**src/rtl/vga_game_pkg.sv**
```systemverilog
// Shared definitions for the vga_game VRAM arbitration path.
//   AW_DEF / DW_DEF : default VRAM address / data widths
//   arb_state_t     : last issued VRAM slot (idle, display read, writer 0, writer 1)
//   W0 / W1         : writer indices, used for grant vectors and round-robin history
package vga_game_pkg;

  localparam int unsigned AW_DEF = 13;
  localparam int unsigned DW_DEF = 16;

  typedef enum logic [1:0] {
    ARB_IDLE = 2'd0,
    ARB_DISP = 2'd1,
    ARB_W0   = 2'd2,
    ARB_W1   = 2'd3
  } arb_state_t;

  localparam logic W0 = 1'b0;
  localparam logic W1 = 1'b1;

endpackage

```
**src/rtl/vram_arbiter_rr_arb2.sv**
```systemverilog
// rr_arb2: two-way round-robin picker, purely combinational.
//   req   [1:0] in  : eligible writer requests, indexed by W0 / W1
//   last        in  : writer granted most recently (W0 or W1)
//   grant [1:0] out : one-hot grant (all zero when req is zero)
// The round-robin history register lives in the parent.
module rr_arb2
  import vga_game_pkg::*;
(
  input  logic [1:0] req,
  input  logic       last,
  output logic [1:0] grant
);

  always_comb begin
    grant = '0;
    if (req[W0] && req[W1]) begin
      // Contention: the writer that did not win last time goes next.
      if (last == W1) begin
        grant[W0] = 1'b1;
      end else begin
        grant[W1] = 1'b1;
      end
    end else begin
      grant = req;
    end
  end

endmodule

```
**src/rtl/vram_arbiter.sv**
```systemverilog
// vram_arbiter: shares one single-port VRAM between the VGA display fetch
// (absolute priority) and two game-logic writers (round-robin on leftover slots).
//
// Ports:
//   CLK, RST                 : 100 MHz clock, asynchronous active-high reset
//   DISP_REQ / DISP_ADDR     : display read request pulse and address
//   DISP_VALID / DISP_DATA   : read data, two clocks after DISP_REQ
//   Wn_REQ/ADDR/DATA, Wn_ACK : writer n level request, one-cycle accept pulse
//   BLANK                    : high outside active video
//   MEM_ADDR/WDATA/WE        : registered RAM controls
//   MEM_RDATA                : RAM read data for the address presented last cycle
//
// Build option: define VRAM_ARB_BLANK_WR_EN to restrict writers to blanking
// (BLANK=1 at the sampling edge). Without it BLANK is ignored.
module vram_arbiter
  import vga_game_pkg::*;
#(
  parameter int AW = AW_DEF,
  parameter int DW = DW_DEF
) (
  input  logic          CLK,
  input  logic          RST,
  input  logic          DISP_REQ,
  input  logic [AW-1:0] DISP_ADDR,
  output logic          DISP_VALID,
  output logic [DW-1:0] DISP_DATA,
  input  logic          W0_REQ,
  input  logic [AW-1:0] W0_ADDR,
  input  logic [DW-1:0] W0_DATA,
  output logic          W0_ACK,
  input  logic          W1_REQ,
  input  logic [AW-1:0] W1_ADDR,
  input  logic [DW-1:0] W1_DATA,
  output logic          W1_ACK,
  input  logic          BLANK,
  output logic [AW-1:0] MEM_ADDR,
  output logic [DW-1:0] MEM_WDATA,
  output logic          MEM_WE,
  input  logic [DW-1:0] MEM_RDATA
);

  arb_state_t r_state;
  logic       r_rr_last;

  logic       w_wr_ok;
  logic [1:0] w_elig;
  logic [1:0] w_grant;

`ifdef VRAM_ARB_BLANK_WR_EN
  assign w_wr_ok = BLANK;
`else
  // BLANK has no effect in this build; folded in only so the port is read.
  assign w_wr_ok = BLANK | 1'b1;
`endif

  // A writer is locked out for the slot right after its own grant, so a
  // still-high REQ (requester reacting to ACK) is not written twice.
  assign w_elig[W0] = W0_REQ && (r_state != ARB_W0) && w_wr_ok;
  assign w_elig[W1] = W1_REQ && (r_state != ARB_W1) && w_wr_ok;

  rr_arb2 u_rr (
    .req   (w_elig),
    .last  (r_rr_last),
    .grant (w_grant)
  );

  always_ff @(posedge CLK or posedge RST) begin
    if (RST) begin
      r_state    <= ARB_IDLE;
      r_rr_last  <= W1;
      MEM_ADDR   <= '0;
      MEM_WDATA  <= '0;
      MEM_WE     <= 1'b0;
      DISP_VALID <= 1'b0;
      DISP_DATA  <= '0;
      W0_ACK     <= 1'b0;
      W1_ACK     <= 1'b0;
    end else begin
      W0_ACK <= 1'b0;
      W1_ACK <= 1'b0;

      // The previous slot was a display read: MEM_RDATA now holds its data.
      DISP_VALID <= (r_state == ARB_DISP);
      if (r_state == ARB_DISP) begin
        DISP_DATA <= MEM_RDATA;
      end

      if (DISP_REQ) begin
        r_state  <= ARB_DISP;
        MEM_ADDR <= DISP_ADDR;
        MEM_WE   <= 1'b0;
      end else if (w_grant[W0]) begin
        r_state   <= ARB_W0;
        r_rr_last <= W0;
        MEM_ADDR  <= W0_ADDR;
        MEM_WDATA <= W0_DATA;
        MEM_WE    <= 1'b1;
        W0_ACK    <= 1'b1;
      end else if (w_grant[W1]) begin
        r_state   <= ARB_W1;
        r_rr_last <= W1;
        MEM_ADDR  <= W1_ADDR;
        MEM_WDATA <= W1_DATA;
        MEM_WE    <= 1'b1;
        W1_ACK    <= 1'b1;
      end else begin
        r_state <= ARB_IDLE;
        MEM_WE  <= 1'b0;
      end
    end
  end

endmodule

```
**config.mk**
```make
export PLATFORM = sky130hd
export DESIGN_NAME = vram_arbiter
export DESIGN_NICKNAME = d
export VERILOG_FILES = /design/src/rtl/vga_game_pkg.sv /design/src/rtl/vram_arbiter_rr_arb2.sv /design/src/rtl/vram_arbiter.sv
export SDC_FILE = /design/constraint.sdc
export NUM_CORES = 1
export LEC_CHECK = 0
export CORE_MARGIN = 2
export CORE_UTILIZATION = 35
export CTS_BUF_LIST = sky130_fd_sc_hd__clkbuf_8
export DETAILED_ROUTE_END_ITERATION = 10
export PLACE_DENSITY = 0.79
export SETUP_SLACK_MARGIN = 0.5
export SKIP_LAST_GASP = 1
export SLEW_MARGIN = 20
export SYNTH_ARGS = -nofsm -noshare
export SYNTH_HDL_FRONTEND = slang
export SYNTH_SLANG_ARGS = --single-unit
```
**constraint.sdc**
```tcl
create_clock -name CLK -period 1.65 [get_ports CLK]
set_clock_uncertainty 0.2 [all_clocks]
set_input_delay 0.165 -clock CLK [delete_from_list [all_inputs] [get_ports CLK]]
set_output_delay 0.165 -clock CLK [all_outputs]
set_load 0.05 [all_outputs]
```
# After elaboration in Yosys (flattened, before gate mapping)

Cells that the tools add are included.

Bits of input ports: 93
Register bits after elaboration: 52
Bits in writable memories: 0
Bits in read-only memories: 0
Word-level logic and storage cells: 39
Memories kept: 0
Output and inout port bits: 49
Latch bits: 0

Shift operators: 0
$mul: 0
Mux-type cells: 20
Add/sub/neg operators: 0
Div/mod/pow operators: 0
Reductions and logical operators: 6
Equal/unequal tests: 3
Bitwise operators: 1
Magnitude comparators: 0

Operator list:

| kind                 | number |
|---|---|
| $mux W13             | 3 |
| $mux W16             | 2 |
| $mux W1              | 11 |
| $mux W2              | 4 |
| $ne A2 B2 Y1 const B | 2 |
| $logic_and A1 B1 Y1  | 3 |
| $reduce_bool A3 Y1   | 1 |
| $eq A2 B1 Y1 const B | 1 |
| $reduce_and A2 Y1    | 1 |
| $reduce_bool A2 Y1   | 1 |
| $not A1 Y1           | 1 |

# Longest topological paths before layout

Gate-level depths: netlist of run 1.

Word-level depth: 7
Depth in mapped cells: 6

# By module

From an unflattened synthesis of run 1, not the netlist that was laid out.

Cells, all modules: 182
Area total of the unflattened synthesis: 2466.1 µm²

Modules (own cells, without submodules):

| module       | cells an instance | times used | area each (µm²) | seq. area each (µm²) |
|---|---|---|---|---|
| vram_arbiter | 179               | 1          | 2447.3          | 1277.5 |
| rr_arb2      | 3                 | 1          | 18.8            | 0.0 |

# Least setup slack after synthesis of run 1

Ideal clock, no wire load.

Path type: reg-to-reg
From: register MEM_WE (netlist name)
To: register MEM_ADDR[1]
Period minus slack after synthesis: 1.976 ns
Path buffers: 2
Data required time: 1.324 ns
Arrival: 1.650 ns
Cell stages (with the launch flop): 7
Slack: -0.326 ns
Cells stage by stage: dfrtp_1 -> nand2b_2 -> o221ai_2 -> buf_6 -> buf_6 -> a21oi_1 -> a221o_1

RTL lines:

| what                   | line               | source |
|---|---|---|
| end signal: assignment | vram_arbiter.sv:71 | `MEM_ADDR <= '0;` |
| end signal: assignment | vram_arbiter.sv:90 | `MEM_ADDR <= DISP_ADDR;` |
| end signal: assignment | vram_arbiter.sv:95 | `MEM_ADDR <= W0_ADDR;` |
| end: declaration       | vram_arbiter.sv:36 | `output logic [AW-1:0] MEM_ADDR,` |

==> results.toml, run 1 <==
[setup_path]
cp.required_ps = 1650
cp.arrival_ps = 1820
worstSetupEndpointType = "flop"
critical_path_class = "reg2reg"
critical_path.max_fanout = 5
critPathLaunchType = "flop"

[final_layout]
drive_above_1_share_pct = 37.87
layout_common_cells = "clkdlybuf4s50_1, buf_6, dfrtp_1, buf_4, nand2_1"
fin_area_um2 = 4773
area_growth_pct = 101.3
fin_nets = 496
layout_commonest_cell = "clkdlybuf4s50_1"
final_cell_count_no_fill = 481
fillers = 480
n_antenna_cell = 0

[sta]
fmax_ghz = 0.5480
worst_pin_slew_ps = 428.5
slew_viol_final = 0
tns_ps = -5102
hold_violations = 10
worst_slack_ps = -174.7
slew_headroom_pct = 71.40
hold_ws_ps = -29.93
setup_violations = 48
final.min_clock_period_ps = 1825
final.period_utilization_pct = 110.6
rsz0062_at_grt = "true"

[drt]
drc = 0
first_pass_iters = 4
routed_via_density = 5.067
wire_per_inst_um = 16.32
ant_nets = 0
vias = 2437
wl_um = 7849
drt_iter0_markers = 67

[grt]
overflow = 0
antenna_found_initial = 0
grt_pass1_vias = 2526
grt_util_all_layers_pct = 20.47
grt_start_max_net_pins = 35
grt_pass1_wl_um = 12080

[logic_synthesis]
synth.area.top_cells = "dfrtp_1, mux2_2, mux2i_1, nand2_1, a221o_1"
synth_cell_types = 30
synth_compound_area_share_pct = 15.94
yosys.area.top_type = "dfrtp_1"
mappedNetlistNets = 302
synth_top_family_by_area = "compound AO/OA/AOI/OAI gates"
ys_seq_elements = 51
synthXorXnorAreaFrac_pct = 0
synth_top_area_share_pct = 52.77
synth_cells = 209
synth_warnings = 0
syn_area_um2 = 2371
synthAdderAreaFrac_pct = 0
synth_area_per_cell_um2 = 11.34
synth-simple-area-share_pct = 11.19
ys_seq_area_share_pct = 53.88
synth.area.mux_share_pct = 14.35

[pwr]
fin_total_pwr_w = 0.004646
p_int_w = 0.002957
p_seq_share_pct = 34.0
p_sw_w = 0.001689
power_density_nw_per_um2 = 973.2
p_clk_share_pct = 19.2
ir_drop_mv = 0.5328
p_comb_share_pct = 46.8
power_switching_share_pct = 36.36
cellLeakagePower_nw = 2.208

[clock_network]
cts_made_buffers = 5
numClockSinks = 51
clk_latency_ps = 300
clk_pin_slew_ps = 100
cts-root-buf = "clkbuf_8"
htreeDepth = 2
cts_buffer_depth = 2
cts_tree = "yes"

[floorplan]
fp.dieW_um = 86.31
dieArea_um2 = 7449
io_pins = 142
rows = 29
die_y_um = 86.31
start_util_pct = 36.71
core_area_um2 = 6459

[place]
portBuffers = 140
place.gp.congestion = 0.7677
post-place-ws_ps = -571.5
dp.cells = 434
dp_hpwl_um = 5166
dpl_cell_area_um2 = 3975

[status]
violations = "negative hold slack, negative setup slack"
status = "finished, violations left"

[job]
maxCapViolCount = 0

[worst_hold_path]
min_path_type = "in2async"
power groups by stage:
stage          Combinational, W  Sequential, W  Clock, W
2_1_floorplan          0.000445        0.00220         0
3_3_place_gp            0.00174        0.00156         0
3_5_place_dp            0.00176        0.00157         0
4_1_cts                 0.00209        0.00158  0.000928
5_1_grt                 0.00228        0.00160  0.000960
6_report                0.00217        0.00158  0.000892
metal layers:
layer  global-route usage (%)  wire length (um)  share of wire (%)  up-vias
met5                        0                 0                  0        -
met4                    4.830                66               0.84        0
met3                    4.095               440                5.6        6
met2                    38.55              4325                 55       88
met1                    23.81              3016                 38     1181
li1                         -                 -                  -     1162
synth_stat cells:
library cell	number
a32o_1	3
a21oi_1	10
nor3b_2	1
nor2b_1	2
o21ai_1	16
o221ai_2	1
o31ai_1	10
a221o_1	10
o22a_1	1
dfrtp_1	50
buf_6	3
clkbuf_2	1
nand4_1	10
buf_4	1
a21o_1	1
dfstp_2	1
nand3_2	1
or3_1	3
mux2_2	16
a21boi_2	1
nand2b_2	1
inv_1	4
nand2_1	27
clkbuf_1	4
mux2i_1	16
buf_1	1
nor2_1	6
or3b_1	1
nand3b_1	1
buf_2	6
sequential cells by signal (all words and copies together), names as in the netlist:
register	flops
DISP_DATA	16
MEM_WDATA	16
MEM_ADDR	13
DISP_VALID	1
MEM_WE	1
W0_ACK	1
W1_ACK	1
r_rr_last	1
r_state	1
worst max-delay path: stages, from the launching register on:
cell and delay, ps:
dfrtp_2 450, or3b_4 400, nand3_4 110, buf_12 140, buf_16 110, mux2i_2 210
o21ai_1 100
path summary, 6_finish.rpt:
path | startpoint | endpoint | depth (start not counted) | slack [ps]
max | MEM_WE | MEM_WDATA[12] | 6 | -170
min | RST | W1_ACK | 2 | -30
max reg2reg | MEM_WE | MEM_WDATA[12] | 6 | -170
min reg2reg | MEM_WDATA[13] | MEM_WDATA[13] | 2 | 320
max in group asynchronous | RST | DISP_DATA[7] | 3 | 850
min in group CLK | MEM_RDATA[5] | DISP_DATA[5] | 2 | 260
cell type report:
cell class              instances  area [um2]  area share, %
clock inverters                 3       46.29         0.9699
inverters                       4       18.77         0.3932
repair buffers                203        2150          45.03
well taps                      77       96.34          2.018
flip-flops and latches         51        1279          26.79
clock buffers                   5       68.82          1.442
multi-input cells             138        1115          23.36
timing repair:
action	CTS	global route
gates resized for setup	65	9
hold endpoints to repair	10	9
cloned	4	2
setup buffers	22	11
pin swaps	3	3
endpoints found under the setup margin	100	100
logic make-up (layout without fill, tap and decap cells):
| family | count (synthesis) | after routing |
|---|---|---|
| and+or+nand+nor | 53 | 53 |
| buffers and inverters | 20 | 215 |
| DFF | 51 | 51 |
| AOI/OAI and AO/OA | 53 | 53 |
| muxes | 32 | 32 |
per-stage QoR:
stage	utilization, %	hold slack, ps
6_report	73.91	-29.93
5_1_grt	73.91	-19.01
4_1_cts	71.60	-34.22
3_5_place_dp	61.55	280.3
3_3_place_gp	61.55	269.4
2_1_floorplan	-	13.31
No activity file was read; power rests on OpenSTA's default activity.
==> inputs of run 2 (changes only) <==
Settings changed: CTS_CLUSTER_SIZE from default to 25.
==> results of run 2 <==
Same layout as run 1: the final DEF is identical, and so are final timing and power.
==> inputs of run 3 (changes only) <==
Settings changed: GPL_ROUTABILITY_DRIVEN from default to 1.
==> results of run 3 <==
Same layout as run 1: the final DEF is identical, and so are final timing and power.
